`src/rtl/mem_arbiter_pkg.sv`:
```
// -----------------------------------------------------------------------------
// arb_pkg
// Shared types and constants for the mem_arbiter slice.
//   arb_state_t        : arbiter FSM state encoding
//   ARB_MAX_DATA_BURST : default limit on consecutive data grants while a
//                        fetch is waiting
//   ARB_PERF_CNT_W     : width of the optional performance counters
//   streak_width()     : counter width able to hold 0..max_burst
// -----------------------------------------------------------------------------
package arb_pkg;

    typedef enum logic [1:0] {
        ARB_IDLE    = 2'd0,
        ARB_GRANT_I = 2'd1,
        ARB_GRANT_D = 2'd2
    } arb_state_t;

    localparam int ARB_MAX_DATA_BURST = 4;
    localparam int ARB_PERF_CNT_W     = 32;

    function automatic int streak_width(input int max_burst);
        return (max_burst < 1) ? 1 : $clog2(max_burst + 1);
    endfunction

endpackage

```
`src/rtl/mem_arbiter_if.sv`:
```
// -----------------------------------------------------------------------------
// mem_arbiter_if
// Bundles the fetch port, the data port and the shared memory port of the
// arbiter. Signal names carry the arbiter's point of view (_i = into the
// arbiter, _o = out of the arbiter).
//   slave  : arbiter side
//   master : requester/memory side (testbench or surrounding system)
// Ports summary:
//   fetch  : IReq_i, IAddr_i, IRdata_o, IAck_o
//   data   : DReq_i, DWe_i, DAddr_i, DWdata_i, DByteEn_i, DRdata_o, DAck_o
//   memory : MemReq_o, MemWe_o, MemAddr_o, MemWdata_o, MemByteEn_o,
//            MemRdata_i, MemAck_i
// -----------------------------------------------------------------------------
interface mem_arbiter_if #(
    parameter int DATA_WIDTH = 32,
    parameter int ADDR_WIDTH = 32
);
    localparam int BE_W = DATA_WIDTH / 8;

    logic                  IReq_i;
    logic [ADDR_WIDTH-1:0] IAddr_i;
    logic [DATA_WIDTH-1:0] IRdata_o;
    logic                  IAck_o;

    logic                  DReq_i;
    logic                  DWe_i;
    logic [ADDR_WIDTH-1:0] DAddr_i;
    logic [DATA_WIDTH-1:0] DWdata_i;
    logic [BE_W-1:0]       DByteEn_i;
    logic [DATA_WIDTH-1:0] DRdata_o;
    logic                  DAck_o;

    logic                  MemReq_o;
    logic                  MemWe_o;
    logic [ADDR_WIDTH-1:0] MemAddr_o;
    logic [DATA_WIDTH-1:0] MemWdata_o;
    logic [BE_W-1:0]       MemByteEn_o;
    logic [DATA_WIDTH-1:0] MemRdata_i;
    logic                  MemAck_i;

    modport slave (
        input  IReq_i, IAddr_i,
        input  DReq_i, DWe_i, DAddr_i, DWdata_i, DByteEn_i,
        input  MemRdata_i, MemAck_i,
        output IRdata_o, IAck_o,
        output DRdata_o, DAck_o,
        output MemReq_o, MemWe_o, MemAddr_o, MemWdata_o, MemByteEn_o
    );

    modport master (
        output IReq_i, IAddr_i,
        output DReq_i, DWe_i, DAddr_i, DWdata_i, DByteEn_i,
        output MemRdata_i, MemAck_i,
        input  IRdata_o, IAck_o,
        input  DRdata_o, DAck_o,
        input  MemReq_o, MemWe_o, MemAddr_o, MemWdata_o, MemByteEn_o
    );

endinterface

```
`src/rtl/mem_arbiter_perf_cnt.sv`:
```
// -----------------------------------------------------------------------------
// arb_perf_cnt
// Free-running, wrapping performance counters for the arbiter. Only compiled
// when the ARB_PERF_CNT_EN macro is defined.
// Ports:
//   clk, rst        : clock, synchronous active-high reset
//   i_grant_i       : one-cycle strobe per fetch grant
//   d_grant_i       : one-cycle strobe per data grant
//   i_stall_i       : fetch request pending and not acknowledged this cycle
//   i_grant_cnt_o   : number of fetch grants
//   d_grant_cnt_o   : number of data grants
//   i_stall_cnt_o   : number of fetch stall cycles
// -----------------------------------------------------------------------------
`ifdef ARB_PERF_CNT_EN
module arb_perf_cnt
    import arb_pkg::*;
(
    input  logic                      clk,
    input  logic                      rst,
    input  logic                      i_grant_i,
    input  logic                      d_grant_i,
    input  logic                      i_stall_i,
    output logic [ARB_PERF_CNT_W-1:0] i_grant_cnt_o,
    output logic [ARB_PERF_CNT_W-1:0] d_grant_cnt_o,
    output logic [ARB_PERF_CNT_W-1:0] i_stall_cnt_o
);

    localparam logic [ARB_PERF_CNT_W-1:0] ONE = ARB_PERF_CNT_W'(1);

    logic [ARB_PERF_CNT_W-1:0] i_grant_q, i_grant_d;
    logic [ARB_PERF_CNT_W-1:0] d_grant_q, d_grant_d;
    logic [ARB_PERF_CNT_W-1:0] i_stall_q, i_stall_d;

    always_comb begin
        i_grant_d = i_grant_i ? i_grant_q + ONE : i_grant_q;
        d_grant_d = d_grant_i ? d_grant_q + ONE : d_grant_q;
        i_stall_d = i_stall_i ? i_stall_q + ONE : i_stall_q;
    end

    always_ff @(posedge clk) begin
        if (rst) begin
            i_grant_q <= '0;
            d_grant_q <= '0;
            i_stall_q <= '0;
        end else begin
            i_grant_q <= i_grant_d;
            d_grant_q <= d_grant_d;
            i_stall_q <= i_stall_d;
        end
    end

    assign i_grant_cnt_o = i_grant_q;
    assign d_grant_cnt_o = d_grant_q;
    assign i_stall_cnt_o = i_stall_q;

endmodule
`endif

```
`src/rtl/mem_arbiter.sv`:
```
// -----------------------------------------------------------------------------
// mem_arbiter
// Two-requester arbiter (instruction fetch, data access) in front of a single
// shared memory port. Data normally wins, but after MAX_DATA_BURST consecutive
// data grants with a fetch waiting, the fetch is served next.
//
// state   | meaning
// --------+-----------------------------------------------------------
// IDLE    | no transaction in flight; arbitration happens here
// GRANT_I | fetch command on the memory port, waiting for MemAck_i
// GRANT_D | data command on the memory port, waiting for MemAck_i
//
// Ports:
//   clk, rst : clock, synchronous active-high reset
//   bus      : mem_arbiter_if.slave (fetch, data and memory signals)
//   IGrantCnt_o, DGrantCnt_o, IStallCnt_o : performance counters, present
//              only when the ARB_PERF_CNT_EN macro is defined
// -----------------------------------------------------------------------------
module mem_arbiter
    import arb_pkg::*;
#(
    parameter int DATA_WIDTH     = 32,
    parameter int ADDR_WIDTH     = 32,
    parameter int MAX_DATA_BURST = ARB_MAX_DATA_BURST
) (
    input  logic clk,
    input  logic rst,
    mem_arbiter_if.slave bus
`ifdef ARB_PERF_CNT_EN
    ,
    output logic [ARB_PERF_CNT_W-1:0] IGrantCnt_o,
    output logic [ARB_PERF_CNT_W-1:0] DGrantCnt_o,
    output logic [ARB_PERF_CNT_W-1:0] IStallCnt_o
`endif
);

    localparam int BE_W     = DATA_WIDTH / 8;
    localparam int STREAK_W = streak_width(MAX_DATA_BURST);

    localparam logic [STREAK_W-1:0] STREAK_MAX = STREAK_W'(MAX_DATA_BURST);
    localparam logic [STREAK_W-1:0] STREAK_ONE = STREAK_W'(1);

    localparam logic [1:0] IDLE    = ARB_IDLE;
    localparam logic [1:0] GRANT_I = ARB_GRANT_I;
    localparam logic [1:0] GRANT_D = ARB_GRANT_D;

    logic [1:0]            state_q,  state_d;
    logic [STREAK_W-1:0]   streak_q, streak_d;
    logic                  mem_req_q,  mem_req_d;
    logic                  mem_we_q,   mem_we_d;
    logic [ADDR_WIDTH-1:0] mem_addr_q, mem_addr_d;
    logic [DATA_WIDTH-1:0] mem_wdata_q, mem_wdata_d;
    logic [BE_W-1:0]       mem_be_q,   mem_be_d;

    logic grant_i;
    logic grant_d;
    logic ack_i;
    logic ack_d;

    // Arbitration: data wins unless the fetch has already waited through a
    // full burst of data grants.
    always_comb begin
        grant_d = (state_q == IDLE) && bus.DReq_i &&
                  ((streak_q < STREAK_MAX) || !bus.IReq_i);
        grant_i = (state_q == IDLE) && bus.IReq_i && !grant_d;
    end

    // Acks are suppressed while rst is high so a memory response racing the
    // reset cannot leak out to a requester whose transaction was abandoned.
    always_comb begin
        ack_i = (state_q == GRANT_I) && bus.MemAck_i && !rst;
        ack_d = (state_q == GRANT_D) && bus.MemAck_i && !rst;
    end

    always_comb begin
        state_d     = state_q;
        streak_d    = streak_q;
        mem_req_d   = mem_req_q;
        mem_we_d    = mem_we_q;
        mem_addr_d  = mem_addr_q;
        mem_wdata_d = mem_wdata_q;
        mem_be_d    = mem_be_q;

        case (state_q)
            IDLE: begin
                if (grant_d) begin
                    state_d     = GRANT_D;
                    mem_req_d   = 1'b1;
                    mem_we_d    = bus.DWe_i;
                    mem_addr_d  = bus.DAddr_i;
                    mem_wdata_d = bus.DWdata_i;
                    mem_be_d    = bus.DByteEn_i;
                    // The streak only grows while a fetch is actually waiting.
                    if (!bus.IReq_i) begin
                        streak_d = '0;
                    end else if (streak_q != STREAK_MAX) begin
                        streak_d = streak_q + STREAK_ONE;
                    end
                end else if (grant_i) begin
                    state_d     = GRANT_I;
                    mem_req_d   = 1'b1;
                    mem_we_d    = 1'b0;
                    mem_addr_d  = bus.IAddr_i;
                    mem_wdata_d = '0;
                    mem_be_d    = '1;
                    streak_d    = '0;
                end
            end
            GRANT_I, GRANT_D: begin
                if (bus.MemAck_i) begin
                    state_d   = IDLE;
                    mem_req_d = 1'b0;
                end
            end
            default: begin
                state_d   = IDLE;
                mem_req_d = 1'b0;
            end
        endcase
    end

    always_ff @(posedge clk) begin
        if (rst) begin
            state_q     <= IDLE;
            streak_q    <= '0;
            mem_req_q   <= 1'b0;
            mem_we_q    <= 1'b0;
            mem_addr_q  <= '0;
            mem_wdata_q <= '0;
            mem_be_q    <= '0;
        end else begin
            state_q     <= state_d;
            streak_q    <= streak_d;
            mem_req_q   <= mem_req_d;
            mem_we_q    <= mem_we_d;
            mem_addr_q  <= mem_addr_d;
            mem_wdata_q <= mem_wdata_d;
            mem_be_q    <= mem_be_d;
        end
    end

    assign bus.MemReq_o    = mem_req_q;
    assign bus.MemWe_o     = mem_we_q;
    assign bus.MemAddr_o   = mem_addr_q;
    assign bus.MemWdata_o  = mem_wdata_q;
    assign bus.MemByteEn_o = mem_be_q;

    assign bus.IAck_o   = ack_i;
    assign bus.DAck_o   = ack_d;
    assign bus.IRdata_o = ack_i ? bus.MemRdata_i : '0;
    assign bus.DRdata_o = ack_d ? bus.MemRdata_i : '0;

`ifdef ARB_PERF_CNT_EN
    arb_perf_cnt u_perf_cnt (
        .clk           (clk),
        .rst           (rst),
        .i_grant_i     (grant_i),
        .d_grant_i     (grant_d),
        .i_stall_i     (bus.IReq_i && !ack_i),
        .i_grant_cnt_o (IGrantCnt_o),
        .d_grant_cnt_o (DGrantCnt_o),
        .i_stall_cnt_o (IStallCnt_o)
    );
`endif

endmodule

```
`src/flat_wrapper.sv`:
```
// flat-port wrapper written by rule: the top's interface ports become plain ports
module mem_arbiter_flat import arb_pkg::*;
#(
    parameter int DATA_WIDTH     = 32,
    parameter int ADDR_WIDTH     = 32,
    parameter int MAX_DATA_BURST = ARB_MAX_DATA_BURST
)
  (clk, rst, bus_IReq_i, bus_IAddr_i, bus_DReq_i, bus_DWe_i, bus_DAddr_i, bus_DWdata_i, bus_DByteEn_i, bus_MemRdata_i, bus_MemAck_i, bus_IRdata_o, bus_IAck_o, bus_DRdata_o, bus_DAck_o, bus_MemReq_o, bus_MemWe_o, bus_MemAddr_o, bus_MemWdata_o, bus_MemByteEn_o);
  mem_arbiter_if #(.DATA_WIDTH(DATA_WIDTH), .ADDR_WIDTH(ADDR_WIDTH)) bus_i ();
  input  logic clk;
  input  logic rst;
  input wire logic [$bits(bus_i.IReq_i)-1:0] bus_IReq_i;
  input wire logic [$bits(bus_i.IAddr_i)-1:0] bus_IAddr_i;
  input wire logic [$bits(bus_i.DReq_i)-1:0] bus_DReq_i;
  input wire logic [$bits(bus_i.DWe_i)-1:0] bus_DWe_i;
  input wire logic [$bits(bus_i.DAddr_i)-1:0] bus_DAddr_i;
  input wire logic [$bits(bus_i.DWdata_i)-1:0] bus_DWdata_i;
  input wire logic [$bits(bus_i.DByteEn_i)-1:0] bus_DByteEn_i;
  input wire logic [$bits(bus_i.MemRdata_i)-1:0] bus_MemRdata_i;
  input wire logic [$bits(bus_i.MemAck_i)-1:0] bus_MemAck_i;
  output wire logic [$bits(bus_i.IRdata_o)-1:0] bus_IRdata_o;
  output wire logic [$bits(bus_i.IAck_o)-1:0] bus_IAck_o;
  output wire logic [$bits(bus_i.DRdata_o)-1:0] bus_DRdata_o;
  output wire logic [$bits(bus_i.DAck_o)-1:0] bus_DAck_o;
  output wire logic [$bits(bus_i.MemReq_o)-1:0] bus_MemReq_o;
  output wire logic [$bits(bus_i.MemWe_o)-1:0] bus_MemWe_o;
  output wire logic [$bits(bus_i.MemAddr_o)-1:0] bus_MemAddr_o;
  output wire logic [$bits(bus_i.MemWdata_o)-1:0] bus_MemWdata_o;
  output wire logic [$bits(bus_i.MemByteEn_o)-1:0] bus_MemByteEn_o;
  assign bus_i.IReq_i = bus_IReq_i;
  assign bus_i.IAddr_i = bus_IAddr_i;
  assign bus_i.DReq_i = bus_DReq_i;
  assign bus_i.DWe_i = bus_DWe_i;
  assign bus_i.DAddr_i = bus_DAddr_i;
  assign bus_i.DWdata_i = bus_DWdata_i;
  assign bus_i.DByteEn_i = bus_DByteEn_i;
  assign bus_i.MemRdata_i = bus_MemRdata_i;
  assign bus_i.MemAck_i = bus_MemAck_i;
  assign bus_IRdata_o = bus_i.IRdata_o;
  assign bus_IAck_o = bus_i.IAck_o;
  assign bus_DRdata_o = bus_i.DRdata_o;
  assign bus_DAck_o = bus_i.DAck_o;
  assign bus_MemReq_o = bus_i.MemReq_o;
  assign bus_MemWe_o = bus_i.MemWe_o;
  assign bus_MemAddr_o = bus_i.MemAddr_o;
  assign bus_MemWdata_o = bus_i.MemWdata_o;
  assign bus_MemByteEn_o = bus_i.MemByteEn_o;
  mem_arbiter #(.DATA_WIDTH(DATA_WIDTH), .ADDR_WIDTH(ADDR_WIDTH), .MAX_DATA_BURST(MAX_DATA_BURST)) u_core (.clk(clk), .rst(rst), .bus(bus_i));
endmodule
```
`config.mk`:
```
export PLATFORM = sky130hd
export DESIGN_NAME = mem_arbiter_flat
export DESIGN_NICKNAME = d
export VERILOG_FILES = /design/src/rtl/mem_arbiter_pkg.sv /design/src/rtl/mem_arbiter_if.sv /design/src/rtl/mem_arbiter_perf_cnt.sv /design/src/rtl/mem_arbiter.sv /design/src/flat_wrapper.sv
export SDC_FILE = /design/constraint.sdc
export NUM_CORES = 1
export LEC_CHECK = 0
export ABC_AREA = 1
export BUFFER_PORTS_ARGS = -buffer_cell sky130_fd_sc_hd__buf_2
export CELL_PAD_IN_SITES_DETAIL_PLACEMENT = 0
export CELL_PAD_IN_SITES_GLOBAL_PLACEMENT = 2
export CORE_ASPECT_RATIO = 0.8
export CORE_MARGIN = 3
export CORE_UTILIZATION = 19
export DETAILED_ROUTE_END_ITERATION = 7
export PLACE_DENSITY = 0.79
export SLEW_MARGIN = 20
export SYNTH_ARGS = -nofsm -noshare
export SYNTH_HDL_FRONTEND = slang
export SYNTH_SLANG_ARGS = --single-unit
```
`constraint.sdc`:
```
create_clock -name clk -period 2 [get_ports clk]
set_clock_uncertainty 0.2 [all_clocks]
set_input_delay 0.1 -clock clk [delete_from_list [all_inputs] [get_ports clk]]
set_output_delay 0.1 -clock clk [all_outputs]
set_load 0.01 [all_outputs]
```
==> flow_metrics.py <==
metrics = {
    "sta": {
        "worst_max_slew_margin_expressed_relative_to_the_limit_pct": 63.1,
        "max_freq_ghz": 0.540,
        "hold_slack_ns": 0.0153,
        "finalMaxSlewViolations": 0,
        "final-setup-viol-count": 0,
        "unrepaired_setup_endpoints_after_global_routing": "false",
        "worst_slew_pin_slew_ns": 0.553,
        "post-route-min-period_ns": 1.85,
        "min_period_over_period_pct": 92.7,
        "report.final.hold_viol_count": 0,
        "setup_total_negative_slack_ns": 0,
    },
    "flow_run": {
        "drv.max_cap_violation_count": 0,
    },
    "floorplan": {
        "dieHeight_um": 132,
        "core_region_area_um2": 19300,
        "count_of_boundary_i_o_pins": 274,
        "die_area_um2": 21700,
        "row_count": 45,
        "floorplan.initialDensity_pct": 19.7,
        "die_width_um": 164,
    },
    "clock_tree": {
        "number_of_setup_buffers_added_after_cts": 0,
        "cts_max_level": 3,
        "path_clk_slew_ns": 0.06,
        "clk-insertion-delay-late_ns": 0.34,
        "root_buffer": "clkbuf_16",
        "clk_sink_count": 75,
        "tritoncts": "yes",
        "max-clock-path-buffers": 2,
        "tritoncts.num_buffers": 9,
    },
    "min_path": {
        "hold_depth": 5,
        "hold-path-endpoint": "u_core.bus.MemReq_o",
        "hold_path_startpoint": "bus_MemAck_i",
        "timing.hold.worst.class": "primary input to register",
    },
    "critical_path": {
        "critical_path_required_ns": 1.70,
        "crit-reg2reg-launch": "u_core.state_q[0]",
        "timing.critical_path.to_type": "primary output",
        "timing.critical_path.arrival_ns": 1.55,
        "critPathLaunchType": "register",
        "crit-reg2reg-capture": "u_core.bus.MemAddr_o[15]",
        "r2r.worst_path.cells": 10,
        "worst-r2r-setup-slack_ns": 0.25,
        "crit_fanout": 33,
        "worst-setup-path-type": "register to primary output",
    },
    "placement": {
        "weighted_congestion_at_the_end_of_routability_driven_global_placement": 0.723,
        "dpl_cell_area_um2": 5410,
        "place_hpwl_mm": 10.4,
        "placement.io_buffers": 273,
        "post-place-cells": 1064,
    },
    "synth": {
        "yosys.area_share.adder_pct": 1.65,
        "synth.area.mux_share_pct": 0,
        "mappedNetlistArea_um2": 3800,
        "syn-num-nets": 700,
        "register_area_share_after_synthesis_pct": 39.5,
        "synthDistinctLibCells": 24,
        "synth-seq-cells": 75,
        "synth_top_family_by_area": "simple AND/OR/NAND/NOR gates",
        "post_synth_xor_area_fraction_pct": 0,
        "post_synth_inst_count": 557,
        "synth-compound-area-share_pct": 7.78,
        "syn_area_per_cell_um2": 6.82,
        "ys_warn_count": 0,
        "yosys.area_share.simple_pct": 37.9,
    },
    "drt": {
        "wire_per_inst_um": 12.8,
        "via_count": 4701,
        "detail_route.wirelength_mm": 15.2,
        "drt.antenna.violating_nets": 0,
        "drt-initial-drc-count": 155,
        "post_drt_via_cell_ratio": 3.97,
        "first_pass_iters": 4,
        "drcViolationCount": 0,
    },
    "grt": {
        "grt_first_pass_wirelength_mm": 23.5,
        "first_global_vias": 4733,
        "grt-ovfl-total": 0,
        "grt_max_degree": 68,
        "antenna_found_initial": 2,
        "grt_util_all_layers_pct": 13.6,
    },
    "cells_and_area": {
        "num_antenna_cells": 0,
        "drive_above_1_share_pct": 39.7,
        "non_filler_instances": 1185,
        "synthToLayoutAreaGrowth_pct": 79.9,
        "final_cell_area_um2": 6830,
        "num-nets-final": 1065,
    },
    "power_and_ir_drop": {
        "seq_power_share_pct": 30.5,
        "p_clk_share_pct": 28.3,
        "worst_ir_drop_vdd_v": 0.000493,
        "power.combinational.fraction_pct": 41.2,
        "power_switching_mw": 2.40,
        "power_density_nw_per_um2": 959,
        "power_switching_share_pct": 36.7,
        "internal_power_mw": 4.15,
        "power.static_leakage_nw": 3.81,
    },
    "run_status": {
        "run_status": "finished, final reports clean",
    },
}
## flip-flops by register name, indices dropped and copies added (netlist names)
name and count:
u_core.bus.MemAddr_o 32, u_core.bus.MemByteEn_o 4, u_core.bus.MemReq_o 1, u_core.bus.MemWdata_o 32, u_core.bus.MemWe_o 1, u_core.state_q 2
u_core.streak_q 3
## critical path, stage by stage (launching register included)
cell and delay [ns]:
dfxtp_1 0.33, buf_4 0.11, ha_1 0.14, nand3_1 0.12, buf_12 0.20, nor2_2 0.15, buf_2 0.16
## power by group through the flow
stage / sequential [mW] / clock (mW) / combinational [mW]
floorplan: 2.18 / 0 / 1.50
global placement: 2.03 / 0 / 2.56
detailed placement: 2.02 / 0 / 2.55
CTS: 2.00 / 1.94 / 2.71
global route: 2.04 / 1.99 / 3.03
finish: 2.00 / 1.85 / 2.70
## metrics by stage
| stage | setup slack [ns] | util [%] | power, mW |
|---|---|---|---|
| floorplan | 0.391 | - | 3.68 |
| global placement | -0.0744 | 28.0 | 4.59 |
| detailed placement | -0.0467 | 28.0 | 4.57 |
| CTS | 0.0741 | 35.2 | 6.65 |
| global route | 0.0435 | 35.4 | 7.06 |
| finish | 0.147 | 35.4 | 6.55 |
## metal layers
layer | track usage (%) | share of wire (%)
met3 | 5.04 | 9.1
met2 | 25.2 | 49
met1 | 14.4 | 40
met4 | 3.76 | 1.6
met5 | 0 | 0.18
## area by class of cell
cell class / instances / area (µm²)
timing repair buffer: 388 / 2550
clock inverter: 6 / 97.6
clock buffer: 10 / 239
fill: 2052 / 12500
tap: 258 / 323
inverter: 79 / 314
multi-input combinational: 369 / 1800
sequential: 75 / 1500
## worst max-delay path by stage
stage / start / endpoint / slack, ns / cells past startpoint
4_1_cts: u_core.state_q[1] / bus_DRdata_o[1] / 0.07 / 6
3_5_place_dp: u_core.state_q[0] / u_core.bus.MemAddr_o[13] / -0.05 / 10
2_1_floorplan: u_core.state_q[0] / u_core.bus.MemWdata_o[22] / 0.39 / 10
3_3_place_gp: u_core.state_q[0] / u_core.bus.MemAddr_o[27] / -0.07 / 10
5_1_grt: u_core.state_q[1] / bus_DRdata_o[3] / 0.04 / 6
6_report: u_core.state_q[1] / bus_DRdata_o[3] / 0.15 / 6
## logic make-up (layout without fill, tap and decap cells)
logic type      after synthesis  in the layout
buf+inv                     113            483
flops                        75             75
fa+ha+maj                     5              5
simple gates                320            320
compound gates               44             44
## cell usage in the layout (no fill, tap or decap), drive strengths merged
cell type | netlist | layout
inv | 78 | 79
o21ai | 7 | 7
bufinv | 0 | 2
nand3 | 69 | 69
clkinv | 1 | 4
nand4 | 3 | 3
or2 | 32 | 32
nand2 | 143 | 143
dlygate4sd3 | 0 | 105
clkbuf | 11 | 10
buf | 23 | 283
ha | 5 | 5
a21oi | 37 | 37
dfxtp | 75 | 75
nor2 | 73 | 73
## synthesized netlist by cell type, drive strengths merged
| master | number | share of area [%] |
|---|---|---|
| a21oi | 37 | 6.9 |
| buf | 23 | 4.0 |
| clkbuf | 11 | 1.2 |
| clkinv | 1 | 0.13 |
| dfxtp | 75 | 40 |
| ha | 5 | 1.6 |
| inv | 78 | 7.8 |
| nand2 | 143 | 16 |
| nand3 | 69 | 9.1 |
| nand4 | 3 | 0.49 |
| nor2 | 73 | 7.2 |
| o21ai | 7 | 0.92 |
| or2 | 32 | 5.3 |
## what timing repair did
| item | 4_1_cts | 5_1_grt |
|---|---|---|
| setup endpoints to repair | 36 | 36 |
| resized for setup | 2 | 7 |
| cloned | 0 | 0 |
| pin swaps | 0 | 0 |
| hold buffers | 105 | 0 |
| hold endpoints to repair | 72 | 0 |
No activity file was read; power rests on OpenSTA's default activity.
